## src/rtl/ps2_pkg.sv

```systemverilog
`default_nettype none
// ============================================================================
//  Module      : ps2_pkg
//  Description : Shared definitions for the PS/2 key sender: set-2 scan-code
//                constants, sequencing FSM state encoding and the
//                ASCII-to-set-2 lookup function.
//  Revision    : 1.0 - initial release
// ============================================================================
package ps2_pkg;

    localparam logic [7:0] BREAK_CODE  = 8'hF0;
    localparam logic [7:0] LSHIFT_CODE = 8'h12;

    // Sequencing FSM encoding
    localparam int         ST_W      = 2;
    localparam logic [1:0] ST_IDLE   = 2'd0;
    localparam logic [1:0] ST_LOOKUP = 2'd1;
    localparam logic [1:0] ST_SEND   = 2'd2;
    localparam logic [1:0] ST_GAP    = 2'd3;

    typedef struct packed {
        logic       supported;
        logic       upper;      // needs a left-shift wrapper
        logic [7:0] code;       // set-2 make code
    } key_map_t;

    function automatic key_map_t ascii_to_set2(input logic [7:0] a);
        key_map_t   m;
        logic [7:0] lc;
        m  = '0;
        lc = a | 8'h20;         // folds 'A'-'Z' onto 'a'-'z'
        if (a >= 8'h30 && a <= 8'h39) begin
            m.supported = 1'b1;
            case (a[3:0])
                4'd0:    m.code = 8'h45;
                4'd1:    m.code = 8'h16;
                4'd2:    m.code = 8'h1E;
                4'd3:    m.code = 8'h26;
                4'd4:    m.code = 8'h25;
                4'd5:    m.code = 8'h2E;
                4'd6:    m.code = 8'h36;
                4'd7:    m.code = 8'h3D;
                4'd8:    m.code = 8'h3E;
                4'd9:    m.code = 8'h46;
                default: m.code = 8'h00;
            endcase
        end else if (lc >= 8'h61 && lc <= 8'h7A) begin
            m.supported = 1'b1;
            m.upper     = ~a[5];
            case (lc[4:0])
                5'd1:    m.code = 8'h1C;
                5'd2:    m.code = 8'h32;
                5'd3:    m.code = 8'h21;
                5'd4:    m.code = 8'h23;
                5'd5:    m.code = 8'h24;
                5'd6:    m.code = 8'h2B;
                5'd7:    m.code = 8'h34;
                5'd8:    m.code = 8'h33;
                5'd9:    m.code = 8'h43;
                5'd10:   m.code = 8'h3B;
                5'd11:   m.code = 8'h42;
                5'd12:   m.code = 8'h4B;
                5'd13:   m.code = 8'h3A;
                5'd14:   m.code = 8'h31;
                5'd15:   m.code = 8'h44;
                5'd16:   m.code = 8'h4D;
                5'd17:   m.code = 8'h15;
                5'd18:   m.code = 8'h2D;
                5'd19:   m.code = 8'h1B;
                5'd20:   m.code = 8'h2C;
                5'd21:   m.code = 8'h3C;
                5'd22:   m.code = 8'h2A;
                5'd23:   m.code = 8'h1D;
                5'd24:   m.code = 8'h22;
                5'd25:   m.code = 8'h35;
                5'd26:   m.code = 8'h1A;
                default: m.code = 8'h00;
            endcase
        end
        return m;
    endfunction

endpackage
`default_nettype wire

```

## src/rtl/ps2_frame_tx.sv

```systemverilog
`default_nettype none
// ============================================================================
//  Module      : ps2_frame_tx
//  Description : Serialises one byte as an 11-bit PS/2 device frame
//                (start 0, data LSB first, odd parity, stop 1).
//  Ports       : clk, rst (async active-low)
//                i_load  - load i_byte and start a frame (only when idle)
//                i_byte  - byte to send
//                o_done  - high on the last clock of the stop bit
//                o_ps2_clk / o_ps2_data - PS/2 lines, idle high
//  Revision    : 1.0 - initial release
// ============================================================================
module ps2_frame_tx #(
    parameter int CLK_DIV = 50
) (
    input  logic       clk,
    input  logic       rst,
    input  logic       i_load,
    input  logic [7:0] i_byte,
    output logic       o_done,
    output logic       o_ps2_clk,
    output logic       o_ps2_data
);

    localparam logic [9:0] c_HALF_LAST = 10'(CLK_DIV - 1);

    logic        r_active;
    logic        r_low;      // currently in the low half of the bit period
    logic [9:0]  r_cnt;
    logic [3:0]  r_bit;
    logic [10:0] r_shift;    // r_shift[0] is the bit on the line
    logic        r_clk;
    logic        r_data;
    logic        w_half_end;

    assign w_half_end = (r_cnt == c_HALF_LAST);
    assign o_done     = r_active & r_low & w_half_end & (r_bit == 4'd10);
    assign o_ps2_clk  = r_clk;
    assign o_ps2_data = r_data;

    always_ff @(posedge clk or negedge rst) begin
        if (!rst) begin
            r_active <= 1'b0;
            r_low    <= 1'b0;
            r_cnt    <= '0;
            r_bit    <= '0;
            r_shift  <= '0;
            r_clk    <= 1'b1;
            r_data   <= 1'b1;
        end else if (i_load) begin
            // Start bit goes out immediately; clock stays high for one half
            r_active <= 1'b1;
            r_low    <= 1'b0;
            r_cnt    <= '0;
            r_bit    <= '0;
            r_shift  <= {1'b1, ~^i_byte, i_byte, 1'b0};
            r_clk    <= 1'b1;
            r_data   <= 1'b0;
        end else if (r_active) begin
            if (!w_half_end) begin
                r_cnt <= r_cnt + 10'd1;
            end else begin
                r_cnt <= '0;
                if (!r_low) begin
                    r_low <= 1'b1;
                    r_clk <= 1'b0;
                end else begin
                    // New bit period: data changes together with ps2_clk rising
                    r_low <= 1'b0;
                    r_clk <= 1'b1;
                    if (r_bit == 4'd10) begin
                        r_active <= 1'b0;
                        r_bit    <= '0;
                        r_data   <= 1'b1;
                    end else begin
                        r_bit   <= r_bit + 4'd1;
                        r_shift <= {1'b1, r_shift[10:1]};
                        r_data  <= r_shift[1];
                    end
                end
            end
        end
    end

endmodule
`default_nettype wire

```

## src/rtl/ps2_key_sender.sv

```systemverilog
`default_nettype none
// ============================================================================
//  Module      : ps2_key_sender
//  Description : Accepts ASCII key requests and emits the matching PS/2 set-2
//                make/break sequence, with an idle gap after every byte.
//  Ports       : clk, rst (async active-low)
//                key_valid/key_ascii/key_ready - request handshake
//                ps2_clk/ps2_data - device-driven PS/2 lines
//                busy    - sequence in progress
//                key_err - one-cycle pulse for an unsupported code
//  Revision    : 1.0 - initial release
// ============================================================================
module ps2_key_sender
    import ps2_pkg::*;
#(
    parameter int CLK_DIV    = 50,
    parameter int GAP_CYCLES = 200
) (
    input  logic       clk,
    input  logic       rst,
    input  logic       key_valid,
    input  logic [7:0] key_ascii,
    output logic       key_ready,
    output logic       ps2_clk,
    output logic       ps2_data,
    output logic       busy,
    output logic       key_err
);

    localparam logic [15:0] c_GAP_LAST = 16'(GAP_CYCLES - 1);

    logic [ST_W-1:0] r_state;
    logic [ST_W-1:0] w_next;
    logic [7:0]      r_ascii;
    logic [2:0]      r_idx;      // index of the next byte to load
    logic [15:0]     r_gap_cnt;
    key_map_t        w_map;
    logic [2:0]      w_len;
    logic [7:0]      w_byte;
    logic            w_load;
    logic            w_done;
    logic            w_gap_end;
    logic            w_more;

    assign w_map     = ascii_to_set2(r_ascii);
    assign w_len     = w_map.upper ? 3'd6 : 3'd3;
    assign w_gap_end = (r_gap_cnt == c_GAP_LAST);
    assign w_more    = (r_idx != w_len);

    // Byte selected by the sequence index
    always_comb begin
        w_byte = w_map.code;
        if (w_map.upper) begin
            case (r_idx)
                3'd0:       w_byte = LSHIFT_CODE;
                3'd1, 3'd3: w_byte = w_map.code;
                3'd2, 3'd4: w_byte = BREAK_CODE;
                default:    w_byte = LSHIFT_CODE;
            endcase
        end else begin
            case (r_idx)
                3'd1:    w_byte = BREAK_CODE;
                default: w_byte = w_map.code;
            endcase
        end
    end

    // State register
    always_ff @(posedge clk or negedge rst) begin
        if (!rst) begin
            r_state <= ST_IDLE;
        end else begin
            r_state <= w_next;
        end
    end

    // Next-state logic
    always_comb begin
        w_next = r_state;
        case (r_state)
            ST_IDLE:   if (key_valid) w_next = ST_LOOKUP;
            ST_LOOKUP: w_next = w_map.supported ? ST_SEND : ST_IDLE;
            ST_SEND:   if (w_done) w_next = ST_GAP;
            ST_GAP:    if (w_gap_end) w_next = w_more ? ST_SEND : ST_IDLE;
            default:   w_next = ST_IDLE;
        endcase
    end

    // Outputs
    always_comb begin
        busy      = (r_state != ST_IDLE);
        key_ready = (r_state == ST_IDLE);
        key_err   = (r_state == ST_LOOKUP) && !w_map.supported;
        w_load    = ((r_state == ST_LOOKUP) && w_map.supported) ||
                    ((r_state == ST_GAP) && w_gap_end && w_more);
    end

    // Request capture, sequence index and gap counter
    always_ff @(posedge clk or negedge rst) begin
        if (!rst) begin
            r_ascii   <= '0;
            r_idx     <= '0;
            r_gap_cnt <= '0;
        end else begin
            if ((r_state == ST_IDLE) && key_valid) begin
                r_ascii <= key_ascii;
                r_idx   <= '0;
            end
            if (w_load) begin
                r_idx <= r_idx + 3'd1;
            end
            if ((r_state == ST_GAP) && !w_gap_end) begin
                r_gap_cnt <= r_gap_cnt + 16'd1;
            end else begin
                r_gap_cnt <= '0;
            end
        end
    end

    ps2_frame_tx #(
        .CLK_DIV (CLK_DIV)
    ) u_frame_tx (
        .clk        (clk),
        .rst        (rst),
        .i_load     (w_load),
        .i_byte     (w_byte),
        .o_done     (w_done),
        .o_ps2_clk  (ps2_clk),
        .o_ps2_data (ps2_data)
    );

endmodule
`default_nettype wire

```

## config.mk

```make
export PLATFORM = sky130hd
export DESIGN_NAME = ps2_key_sender
export DESIGN_NICKNAME = d
export VERILOG_FILES = /design/src/rtl/ps2_pkg.sv /design/src/rtl/ps2_frame_tx.sv /design/src/rtl/ps2_key_sender.sv
export SDC_FILE = /design/constraint.sdc
export NUM_CORES = 1
export LEC_CHECK = 0
export BUFFER_PORTS_ARGS = -buffer_cell sky130_fd_sc_hd__buf_2
export CAP_MARGIN = 40
export CELL_PAD_IN_SITES_DETAIL_PLACEMENT = 2
export CELL_PAD_IN_SITES_GLOBAL_PLACEMENT = 2
export CORE_MARGIN = 3
export CORE_UTILIZATION = 37
export CTS_BUF_LIST = sky130_fd_sc_hd__clkbuf_8
export CTS_CLUSTER_SIZE = 10
export DETAILED_ROUTE_END_ITERATION = 12
export GPL_TIMING_DRIVEN = 1
export HOLD_SLACK_MARGIN = 0.15
export PLACE_DENSITY = 0.87
export SKIP_CTS_REPAIR_TIMING = 1
export SYNTH_ARGS = -nofsm -noshare
export SYNTH_HDL_FRONTEND = slang
export SYNTH_SLANG_ARGS = --single-unit
```

## constraint.sdc

```tcl
create_clock -name clk -period 2.59 [get_ports clk]
set_input_delay 0.1295 -clock clk [delete_from_list [all_inputs] [get_ports clk]]
set_output_delay 0.1295 -clock clk [all_outputs]
set_load 0.1 [all_outputs]
```

Yosys cells after proc, flatten, opt, wreduce, memory -nomap -nowiden
Memory sizes are Yosys's and may differ from the RTL's.
Index checks and enable logic that the tools add are counted.
{ "op_classes": {"mux": 48, "n_eq_ne": 15, "add_sub_neg": 4, "n_lt_le_gt_ge": 4, "n_reduce_logical": 24, "bitwise_logic": 4} }
{ "ops": {"columns": ["op", "n"], "rows": [
  ["$mux W11", 5],
  ["$mux W10", 4],
  ["$mux W8", 3],
  ["$mux W1", 20],
  ["$mux W4", 5],
  ["$add A16 B1 Y16 const B", 1],
  ["$eq A16 B8 Y1 const B", 1],
  ["$mux W16", 1],
  ["$pmux W8 S2", 1],
  ["$add A10 B1 Y10 const B", 1],
  ["$eq A10 B6 Y1 const B", 1],
  ["$mux W2", 5],
  ["$reduce_bool A2 Y1", 5],
  ["$mux W3", 3],
  ["$ge A8 B6 Y1 const B", 1],
  ["$ge A8 B7 Y1 const B", 1],
  ["$le A8 B6 Y1 const B", 1],
  ["$le A8 B7 Y1 const B", 1],
  ["$logic_and A1 B1 Y1", 8],
  ["$pmux W2 S4", 1],
  ["$reduce_xnor A8 Y1", 1],
  ["$eq A3 B2 Y1 const B", 2],
  ["$reduce_and A3 Y1", 2],
  ["$add A4 B1 Y4 const B", 1],
  ["other kinds (17)", 24]
]} }
{ "totals": {"mem_count": 2, "wordCells": 112, "regBits": 58, "inputBits": 11, "rom_bits": 336, "output_inout_bits": 5} }
{ "mem_list": {"columns": ["name", "depth", "width", "rd", "rd_clocked_by_memory_dff", "write_ports", "line_no", "rtl"], "rows": [
  ["(no name shown)", 32, 7, 1, 0, 0, "ps2_pkg.sv:50", "case (lc[4:0])"],
  ["(no name shown)", 16, 7, 1, 0, 0, "ps2_pkg.sv:34", "case (a[3:0])"]
]} }

Depth between registers and ports, before layout
Gate-level depths: netlist of the first run.
{ "depth": {"depth_word": 10, "depth_mapped": 14} }

Hierarchy
Synthesis of the first run repeated with hierarchy kept, for this count alone.
{ "unflattened": {"cells_unflattened": 389, "hier_area_um2": 3577.2} }
{ "modules_own_cells": {"columns": ["module", "seq_area_each_um2", "cells_per_inst", "area_each_um2", "instances"], "rows": [
  ["ps2_key_sender", 725.7, 237, 2080.7, 1],
  ["ps2_frame_tx", 703.2, 152, 1496.4, 1]
]} }

Worst setup path after synthesis of the first run
Ideal clock, no wire load.
{ "synth_timing": {"path_kind": "register to output", "from": "register r_ascii[0]", "to": "output key_err", "path_slack_ns": -0.923, "n_path_buf": 1, "t_arrival_ns": 3.384, "path_stages_with_launch": 8, "cell_sequence": "dfrtp_1 > buf_6 > inv_1 > ha_1 > nand2b_4 > nor4_2 > nor2_1 > nor3_1"} }
{ "synth_via": {"elab_chain_len": 6, "word_cells_on_any_way": 10, "classes_between": "4 x order compare; 2 x mux; 4 x reduce/logical"} }
{ "synth_rtl": {"columns": ["item", "line_no", "rtl"], "rows": [
  ["start, declared", "ps2_key_sender.sv:34", "logic [7:0] r_ascii;"],
  ["start signal, assigned", "ps2_key_sender.sv:106", "r_ascii <= key_ascii;"],
  ["$ge A8 B7 Y1 / $le A8 B7 Y1 (equally long branches)", "ps2_pkg.sv:47", "end else if (lc >= 8'h61 && lc <= 8'h7A) begin"],
  ["$logic_and A1 B1 Y1", "ps2_pkg.sv:47", null],
  ["$mux W10", "ps2_pkg.sv:47", null],
  ["$mux W1 (*)", "ps2_pkg.sv:32", "if (a >= 8'h30 && a <= 8'h39) begin"],
  ["$logic_not A1 Y1 (*)", "ps2_key_sender.sv:93", "key_err = (r_state == ST_LOOKUP) && !w_map.supported;"],
  ["$logic_and A1 B1 Y1 (*)", "ps2_key_sender.sv:93", null],
  ["end, declared", "ps2_key_sender.sv:27", "output logic key_err"]
]} }
Every way passes the cells marked *; elsewhere a longest branch is shown, timed or not.

Final worst setup path of the first run
{ "layout_timing": {"from": "register r_ascii[1]", "to": "register r_idx[2]"} }
{ "layout_via": {"elab_chain_len": 9, "word_cells_on_any_way": 16, "classes_between": "4 x order compare; 1 x eq/ne; 5 x mux; 6 x reduce/logical"} }
{ "layout_rtl": {"columns": ["item", "line_no", "rtl"], "rows": [
  ["$ge A8 B7 Y1 / $le A8 B7 Y1 (equally long branches)", "ps2_pkg.sv:47", null],
  ["$logic_and A1 B1 Y1", "ps2_pkg.sv:47", null],
  ["$mux W10", "ps2_pkg.sv:47", null],
  ["$mux W1", "ps2_pkg.sv:32", null],
  ["$mux W3", "ps2_key_sender.sv:46", "assign w_len = w_map.upper ? 3'd6 : 3'd3;"],
  ["$ne A3 B3 Y1", "ps2_key_sender.sv:48", "assign w_more = (r_idx != w_len);"],
  ["$logic_and A1 B1 Y1", "ps2_key_sender.sv:95", "((r_state == ST_GAP) && w_gap_end && w_more);"],
  ["$logic_or A1 B1 Y1 (*)", "ps2_key_sender.sv:94", "w_load = ((r_state == ST_LOOKUP) && w_map.supported) ||"],
  ["$mux W3 / $reduce_bool A2 Y1 (equally long branches)", null, null],
  ["end signal, assigned", "ps2_key_sender.sv:110", "r_idx <= r_idx + 3'd1;"],
  ["end, declared", "ps2_key_sender.sv:35", "logic [2:0] r_idx;"]
]} }
Marks and branches as above.
A chain may end at the register's enable or synchronous reset.

==> flow_summary.ini, run 1 <==
[outcome]
status = complete, but fails checks
violations = negative setup slack

[sta]
fin_ws_ps = -128.7
final_max_slew_viol_count = 0
layout_min_cycle_time_ps = 2719
finClkSkew_ps = 13.34
worstMarginPinSlew_ps = 686.4
period_share_pct = 105.0
maxSlewHeadroom_pct = 54.24
hold_ws_ps = 250.0
setup_viol = 26
rsz0062_at_grt = true
hold_violations = 0
fmax_mhz = 367.8

[global_routing]
antenna_found_initial = 0
grt_pass1_wl_um = 17620
gr-total-overflow = 0
grt_max_degree = 29
grt_pass1_vias = 3358
grt_util_all_layers_pct = 19.63

[synthesis]
yosys.cell_types.count = 61
synth-async-reset-ratio_pct = 100.0
synth_most_common_cell = dfrtp_1
avgSynthCellArea_sq_um = 9.342
yosys.area.top_type = dfrtp_1
syn_nets = 416
yosys-top-cells-count = 55 x dfrtp_1, 47 x nor2_1, 34 x nand2_1, 25 x mux2i_1
synth_edf_count = 0
yosys-top-cells-area = dfrtp_1 38%, mux2i_1 6.9%, ha_1 5.2%
ys_ff_latch = 57
synthFlopType = dfrtp_1
syn_area_sq_um = 3643
yosysWarningCount = 0
synth_top_area_share_pct = 37.77
seq_area_frac_synth_pct = 39.22
netlist_instances = 390

[power]
peakVddDrop_uv = 734.3
power_leakage_nw = 1.921
powerDensity_nw_per_um2 = 1165

[job]
max-cap-violations = 0

[critical_path]
end_kind = flip-flop
worst-setup-path-type = reg2reg
crit_fanout = 6
rrSetupSlack_ps = -130
r2r_end = r_idx[2]$_DFFE_PN0P_
cp-start-kind = flip-flop
r2r_cells = 13
timing.rr.start = r_ascii[1]$_DFFE_PN0P_
worst_ep_required_time_ps = 2850
cp.arrival_ps = 2980

[drt]
drcViolationCount = 0
drt_iter0_drc = 301
vias = 3259
wl_um = 13520
vias_per_cell = 5.648
ant_nets = 0
dr.pass1.iters = 5
drt-wirelength-per-cell_um = 23.44

[die]
core_sq_um = 9415
row_count = 35
start_util_pct = 38.70
ios = 16
die_area_sq_um = 11070
fp.dieH_um = 105.2
die_width_um = 105.2

[placed_design]
dpl_worst_slack_ps = -105.6
io_buffers = 15
dp_hpwl_um = 7429
place_congestion = 0.8850

[hold_path]
worstHoldEndpoint = r_idx[1]$_DFFE_PN0P_
worstHoldPathCells = 3
hp-class = in2reg
hold_start = key_valid

[clock_network]
clk_pin_slew_ps = 70
cts_made_buffers = 9
cts_tree = built
insertion_delay_ps = 360
cts_sinks = 57
cts_max_level = 3
cts_root_buf = clkbuf_8
clock_path_buffers = 2

[layout]
fill_cells = 981
final_nets = 469
syn_to_final_growth_pct = 24.55
multiInputGateArea_sq_um = 2215
insertedDiodeCount = 0
layout-drive-gt1-share_pct = 27.46
seq_area_sq_um = 1430
area by class of cell:
type                    instances  area share (%)
multi-input cells             300           48.80
well taps                     129           3.557
inverters                      15           1.241
flip-flops and latches         57           31.51
repair buffers                 60           11.00
clock buffers                  11           3.336
clock inverters                 5          0.5514
sequential cells by signal, summed over array words and instances (netlist names):
| signal | cells |
|---|---|
| u_frame_tx.o_ps2_clk | 1 |
| r_gap_cnt | 16 |
| u_frame_tx.r_low | 1 |
| u_frame_tx.r_cnt | 10 |
| u_frame_tx.o_ps2_data | 1 |
| u_frame_tx.r_bit | 4 |
| u_frame_tx.r_shift | 10 |
| r_ascii | 8 |
| r_idx | 3 |
| r_state | 2 |
| u_frame_tx.r_active | 1 |
kinds of logic (layout without fill, tap and decap cells):
logic type | Yosys count | in the layout | share of synthesized area, %
AND/OR/NAND/NOR | 154 | 154 | 22.05
buffers and inverters | 33 | 91 | 4.842
XOR/XNOR | 20 | 20 | 4.808
multiplexers | 38 | 38 | 10.99
flip-flops | 57 | 57 | 39.22
adder cells (fa/ha/maj) | 15 | 15 | 5.151
AO/OA/AOI/OAI | 73 | 73 | 12.95
cell usage in the layout, fill, tap and decap left out, types with 3 or more instances in the layout:
| master | netlist | routed |
|---|---|---|
| nor3b_1 | 4 | 3 |
| ha_4 | 0 | 3 |
| a21oi_2 | 2 | 4 |
| and3_1 | 8 | 7 |
| or3_1 | 5 | 3 |
| a211o_1 | 3 | 3 |
| a31oi_1 | 4 | 3 |
| mux2_2 | 12 | 11 |
| buf_12 | 0 | 3 |
| xor2_1 | 11 | 10 |
| nor2b_1 | 3 | 3 |
| nand4_1 | 4 | 4 |
| clkbuf_8 | 0 | 11 |
| buf_4 | 4 | 26 |
| mux2i_1 | 25 | 25 |
| a21oi_1 | 21 | 19 |
| nor4_1 | 3 | 3 |
| nand2_1 | 34 | 32 |
| xnor2_1 | 9 | 9 |
| nor3_1 | 14 | 12 |
| inv_1 | 15 | 15 |
| nand3_1 | 9 | 9 |
| ha_1 | 15 | 11 |
| nor2_1 | 47 | 45 |
| nand2b_1 | 6 | 6 |
| dfrtp_1 | 55 | 54 |
| buf_6 | 4 | 7 |
| dlygate4sd3_1 | 0 | 9 |
| buf_2 | 6 | 15 |
| o21ai_0 | 21 | 21 |
per-layer routing:
layer  track usage, %  up-vias  part of all wire [%]
met2            36.02       71                    54
met1            23.56     1698                    41
met5                0        -                     0
met3            3.674       22                   2.6
met4            4.686        0                   2.2
li1                 -     1468                     -
worst max-delay path by stage:
stage,endpoint,from,depth (start not counted)
6_report,r_idx[2]$_DFFE_PN0P_,r_ascii[1]$_DFFE_PN0P_,13
3_3_place_gp,u_frame_tx.r_shift[7]$_DFFE_PN0P_,r_gap_cnt[0]$_DFF_PN0_,7
5_1_grt,r_idx[2]$_DFFE_PN0P_,r_ascii[1]$_DFFE_PN0P_,13
2_1_floorplan,key_err,r_ascii[0]$_DFFE_PN0P_,7
4_1_cts,u_frame_tx.r_shift[9]$_DFFE_PN0P_,r_ascii[0]$_DFFE_PN0P_,11
3_5_place_dp,u_frame_tx.r_shift[9]$_DFFE_PN0P_,r_ascii[0]$_DFFE_PN0P_,11
power breakdown:
group | switching [mW] | internal [mW]
Combinational | 1.82 | 1.25
Clock | 0.395 | 0.389
Sequential | 0.304 | 1.13
Total | 2.52 | 2.77
stage by stage:
step                utilization [%]  setup TNS (ps)  power (mW)  instance area (sq um)  cells
floorplan                         -          -79.89       3.198                   3651    390
detailed placement            42.03          -123.3       3.847                   3958    538
global route                  48.20           -5407       5.612                   4538    577
CTS                           43.91           -1682       4.672                   4134    554
global placement              42.03               0       3.690                   3958    538
finish                        48.20           -1439       5.287                   4538    577
worst max-delay path, cell delays in order, from the launching register on:
cell and delay [ps]:
dfrtp_1 410, inv_2 150, ha_4 180, nand2b_4 80, nor4_4 340, buf_4 170, or3_4 190, nor3_4 50
o21ai_2 190, a31oi_2 130, nor2b_2 230, buf_6 170, buf_6 110, mux2i_1 230
(Power assumes the default switching activity.)
==> run 2: changes to the inputs <==
- BUFFER_PORTS_ARGS: -buffer_cell sky130_fd_sc_hd__buf_2 -> not set
- CORE_UTILIZATION: 37 -> 38
- DONT_BUFFER_PORTS: not set -> 1
==> run 2 against run 1 <==
Final cell count decreased by 0.35%; clock skew decreased by 4.7 ps; core utilization increased by 0.61 points; critical endpoint is now u_frame_tx.r_shift[9]$_DFFE_PN0P_; die area decreased by 2.5%; worst setup slack improved by 12 ps; power increased by 3.3%; non-clock buffer count decreased by 2; via count decreased by 1.9%; first-iteration DRC count decreased by 62%; the flow still finishes with violations (negative setup slack).
==> flow_summary.ini, run 2 (same netlist as run 1, synthesis figures left out) <==
[outcome]
status = complete, but fails checks
violations = negative setup slack

[layout]
syn_to_final_growth_pct = 24.38
final_nets = 467
multiInputGateArea_sq_um = 2175
largest_register = r_gap_cnt
fill_cells = 972
insertedDiodeCount = 0
mostFrequentLayoutCell = dfrtp_1
seq_area_sq_um = 1434
biggestRegsByFlops = r_gap_cnt: 16 flops, u_frame_tx.r_cnt: 10 flops, u_frame_tx.r_shift: 10 flops
finish.utilization_pct = 48.81
final_cell_mix = 51 x dfrtp_1, 44 x nor2_1, 43 x buf_4
largest_register_ffs = 16
layout-drive-gt1-share_pct = 26.68
layout.cells.non_filler = 575

[critical_path]
worst-setup-path-type = reg2reg
crit_fanout = 5
r2r_cells = 10
worst_ep_required_time_ps = 2810
end_kind = flip-flop
r2r_end = u_frame_tx.r_shift[9]$_DFFE_PN0P_
cp-startpoint = r_ascii[0]$_DFFE_PN0P_
cp.arrival_ps = 2920
cp-start-kind = flip-flop
timing.rr.start = r_ascii[0]$_DFFE_PN0P_
rrSetupSlack_ps = -120

[drt]
vias = 3198
wl_um = 13380
dr.pass1.iters = 4
drt-wirelength-per-cell_um = 23.26
ant_nets = 0
drt_iter0_drc = 114
drcViolationCount = 0
vias_per_cell = 5.562

[hold_path]
hp-class = in2async

[placed_design]
place_congestion = 0.8659
dp_cells = 525
dp_hpwl_um = 7260
io_buffers = 0

[die]
ios = 16
core_sq_um = 9284
start_util_pct = 39.25
die_width_um = 103.9
row_count = 35
die_area_sq_um = 10800
fp.dieH_um = 103.9

[clock_network]
clock_path_buffers = 2
cts_root_buf = clkbuf_8
cts_max_level = 3
cts_tree = built
insertion_delay_ps = 350
cts_made_buffers = 9
cts_sinks = 57
clk_pin_slew_ps = 70

[power]
power_leakage_nw = 1.926
peakVddDrop_uv = 704.4
powerDensity_nw_per_um2 = 1205

[global_routing]
antenna_found_initial = 0
grt_pass1_wl_um = 18190
grt_util_all_layers_pct = 20.90
grt_pass1_vias = 3424
grt_max_degree = 58
gr-total-overflow = 0

[job]
max-cap-violations = 0

[sta]
final_max_slew_viol_count = 0
finClkSkew_ps = 8.640
fin_tns_setup_ps = -355.6
rsz0062_at_grt = true
hold_violations = 0
fin_ws_ps = -117.0
layout_min_cycle_time_ps = 2707
worstMarginPinSlew_ps = 531.0
period_share_pct = 104.5
fmax_mhz = 369.4
setup_viol = 8
maxSlewHeadroom_pct = 64.51
## run 2: cell types whose count changed in the layout (fill, tap and decap cells not counted), moves of 3 or more
cell / before / now
buf_4: 26 / 43
buf_6: 7 / 1
buf_2: 15 / 0
dfrtp_1: 54 / 51
dfrtp_2: 1 / 4
## run 2: worst max-delay path by stage
stage,end,cells after the start
5_1_grt,u_frame_tx.r_shift[9]$_DFFE_PN0P_,11
2_1_floorplan,key_err,7
3_3_place_gp,u_frame_tx.r_shift[9]$_DFFE_PN0P_,12
3_5_place_dp,u_frame_tx.r_shift[9]$_DFFE_PN0P_,11
6_report,u_frame_tx.r_shift[9]$_DFFE_PN0P_,10
4_1_cts,u_frame_tx.r_shift[9]$_DFFE_PN0P_,11
## run 2: layout make-up
cell class | instances | area share, %
multi-input combinational | 300 | 47.98
sequential | 57 | 31.64
timing repair buffer | 58 | 11.40
tap | 129 | 3.562
clock buffer | 10 | 3.037
inverter | 15 | 1.242
clock inverter | 6 | 1.132
## run 2: through the flow
stage / worst slack (ps) / cell area, sq um / power [mW] / hold slack [ps]
3_5_place_dp: -46.31 / 3904 / 3.862 / -164.4
4_1_cts: -215.0 / 4093 / 4.788 / -533.6
3_3_place_gp: 88.30 / 3904 / 3.678 / -164.1
6_report: -117.0 / 4532 / 5.461 / 312.0
5_1_grt: -234.4 / 4532 / 5.774 / 325.4
2_1_floorplan: -79.89 / 3651 / 3.198 / -166.1
## run 2: worst max-delay path, stage by stage, from the launching register on
cell	delay [ps]
dfrtp_2	450
ha_2	250
and2b_2	260
xnor2_1	150
a211o_1	300
a32o_1	310
xor2_1	210
nand2_1	120
mux2i_1	230
xnor2_1	180
mux2i_1	110
## run 2: routing by layer
layer | share of wire, % | GRT usage [%] | wire [um] | vias to the layer above
li1 | - | - | - | 1476
met1 | 39 | 23.89 | 5250 | 1633
met4 | 3.2 | 5.983 | 430 | 0
met5 | 0 | 0 | 0 | -
met2 | 55 | 39.28 | 7395 | 53
met3 | 2.2 | 4.097 | 300 | 36
## run 2: power breakdown
part / leakage [nW] / switching (mW) / internal, mW
Sequential: 0.736 / 0.406 / 1.13
Combinational: 1.08 / 1.78 / 1.30
Clock: 0.110 / 0.383 / 0.457
==> run 3: changes to the inputs <==
- MAX_ROUTING_LAYER: not set -> met4
- PLACE_DENSITY: 0.87 -> not set
- PLACE_DENSITY_LB_ADDON: not set -> 0.1
==> run 3 against run 2 <==
First-iteration DRC count increased by 4.4%; largest cell class unchanged; largest power group unchanged; via count decreased by 2.2%; the flow now finishes without violations; count of clock-buffer cells in the layout unchanged.
==> flow_summary.ini, run 3 (same netlist as run 1, synthesis figures left out) <==
[global_routing]
grt_util_all_layers_pct = 20.41
grt_max_degree = 58
grt_pass1_vias = 3425
grt_pass1_wl_um = 17530
gr-total-overflow = 0
antenna_found_initial = 0

[power]
combPwrFrac_pct = 55.7
sequentialPowerShare_pct = 27.9
power_leakage_nw = 1.942
pwr-share-clk_pct = 16.3
peakVddDrop_uv = 794.1
powerDensity_nw_per_um2 = 1164
power_switching_mw = 2.432
p_int_mw = 2.944
swShare_pct = 45.24

[die]
start_util_pct = 39.25
row_count = 35
die_area_sq_um = 10800
core_sq_um = 9284
die_width_um = 103.9
ios = 16
fp.dieH_um = 103.9

[layout]
insertedDiodeCount = 0
layout-drive-gt1-share_pct = 27.96
largest_register = r_gap_cnt
mostFrequentLayoutCell = dfrtp_1
fill_cells = 993
biggestRegsByFlops = r_gap_cnt: 16 flops, u_frame_tx.r_cnt: 10 flops, u_frame_tx.r_shift: 10 flops
final_nets = 468
syn_to_final_growth_pct = 26.72
final_cell_mix = 53 x dfrtp_1, 44 x nor2_1, 44 x buf_4
largest_register_ffs = 16

[hold_path]
hp-class = in2reg
worstHoldPathCells = 2

[critical_path]
end_kind = flip-flop
crit_chain = inv_2 > ha_4 > nand2b_4 > nor4_4 > or2_1 > nor2_2 > nor3_2 > o21ai_2 > a31oi_1 > nor2b_2 > buf_12 > or3_4
slowest_stage = dfrtp_2
cp-start-kind = flip-flop
worst_ep_required_time_ps = 2820
worst-setup-path-type = reg2reg
cp.arrival_ps = 2800
crit_fanout = 7
slowest_delay_ps = 450
r2r_cells = 12

[clock_network]
cts_max_level = 3
cts_tree = built
clock_path_buffers = 2
cts_made_buffers = 9
insertion_delay_ps = 360
clk_pin_slew_ps = 70
cts_root_buf = clkbuf_8
cts_sinks = 57

[sta]
setup_viol = 0
period_share_pct = 99.14
layout_min_cycle_time_ps = 2568
fin_ws_ps = 22.31
hold_violations = 0
maxSlewHeadroom_pct = 61.94
fin_tns_setup_ps = 0
final_max_slew_viol_count = 0
fmax_mhz = 389.5
finClkSkew_ps = 17.15
rsz0062_at_grt = true
worstMarginPinSlew_ps = 570.9

[placed_design]
dp_hpwl_um = 7174
place_congestion = 0.8246
io_buffers = 0
dpl_worst_slack_ps = -87.28

[drt]
ant_nets = 0
dr.pass1.iters = 5
vias = 3128
wl_um = 11410
drt_iter0_drc = 119
vias_per_cell = 5.431
drcViolationCount = 0
drt-wirelength-per-cell_um = 19.81

[outcome]
status = complete, no violations

[job]
max-cap-violations = 0
## run 3: power groups by stage
stage	clock, mW	combinational, mW	sequential, mW
after CTS	0.881	2.52	1.48
after global routing	0.937	3.27	1.56
after detailed placement	0	2.49	1.49
after floorplan	0	1.84	1.36
after global placement	0	2.39	1.48
final	0.878	3.00	1.50
## run 3: layout make-up
| class | count | area [sq um] | area share [%] |
|---|---|---|---|
| Clock buffer | 10 | 137.6 | 2.981 |
| Clock inverter | 6 | 58.81 | 1.274 |
| Inverter | 15 | 58.81 | 1.274 |
| Multi-Input combinational cell | 300 | 2231 | 48.32 |
| Sequential cell | 57 | 1431 | 31.00 |
| Tap cell | 129 | 161.4 | 3.496 |
| Timing Repair Buffer | 59 | 538.0 | 11.65 |
## run 3: path summary, 6_finish.rpt
check / startpoint / to / slack, ps
max in group asynchronous: rst / u_frame_tx.o_ps2_data$_DFFE_PN1P_ / 1950
setup reg to reg: r_ascii[0]$_DFFE_PN0P_ / u_frame_tx.r_shift[10]$_DFFE_PN0P_ / 20
hold reg to reg: u_frame_tx.r_shift[10]$_DFFE_PN0P_ / u_frame_tx.r_shift[10]$_DFFE_PN0P_ / 530
min in group asynchronous: rst / u_frame_tx.r_cnt[1]$_DFFE_PN0P_ / 320
hold / removal: key_valid / r_state[0]$_DFFE_PN0P_ / 240
setup / recovery: r_ascii[0]$_DFFE_PN0P_ / u_frame_tx.r_shift[10]$_DFFE_PN0P_ / 20
## run 3: stage by stage
step / area, sq um / util [%] / hold WS [ps] / total power [mW] / std cells
global route: 4617 / 49.73 / 271.2 / 5.767 / 576
finish: 4617 / 49.73 / 237.8 / 5.376 / 576
floorplan: 3651 / - / -166.1 / 3.198 / 390
CTS: 4208 / 45.32 / -538.5 / 4.880 / 552
global placement: 4011 / 43.21 / -164.4 / 3.867 / 536
detailed placement: 4011 / 43.21 / -164.3 / 3.981 / 536
## run 3: metal layers
layer / part of all wire [%] / global-route usage (%) / routed length [um]
met5: 0 / - / 0
met4: 1.0 / 5.983 / 117
met3: 1.8 / 2.545 / 200
met2: 52 / 33.84 / 5966
met1: 45 / 26.34 / 5124
## run 3: worst max-delay path, delay by kind of cell (launching register included)
kind / cells / cell delay [ps]
compound gates: 2 / 280
simple gates: 7 / 1310
fa+ha+maj: 1 / 160
buf+inv: 2 / 240
flops: 1 / 450
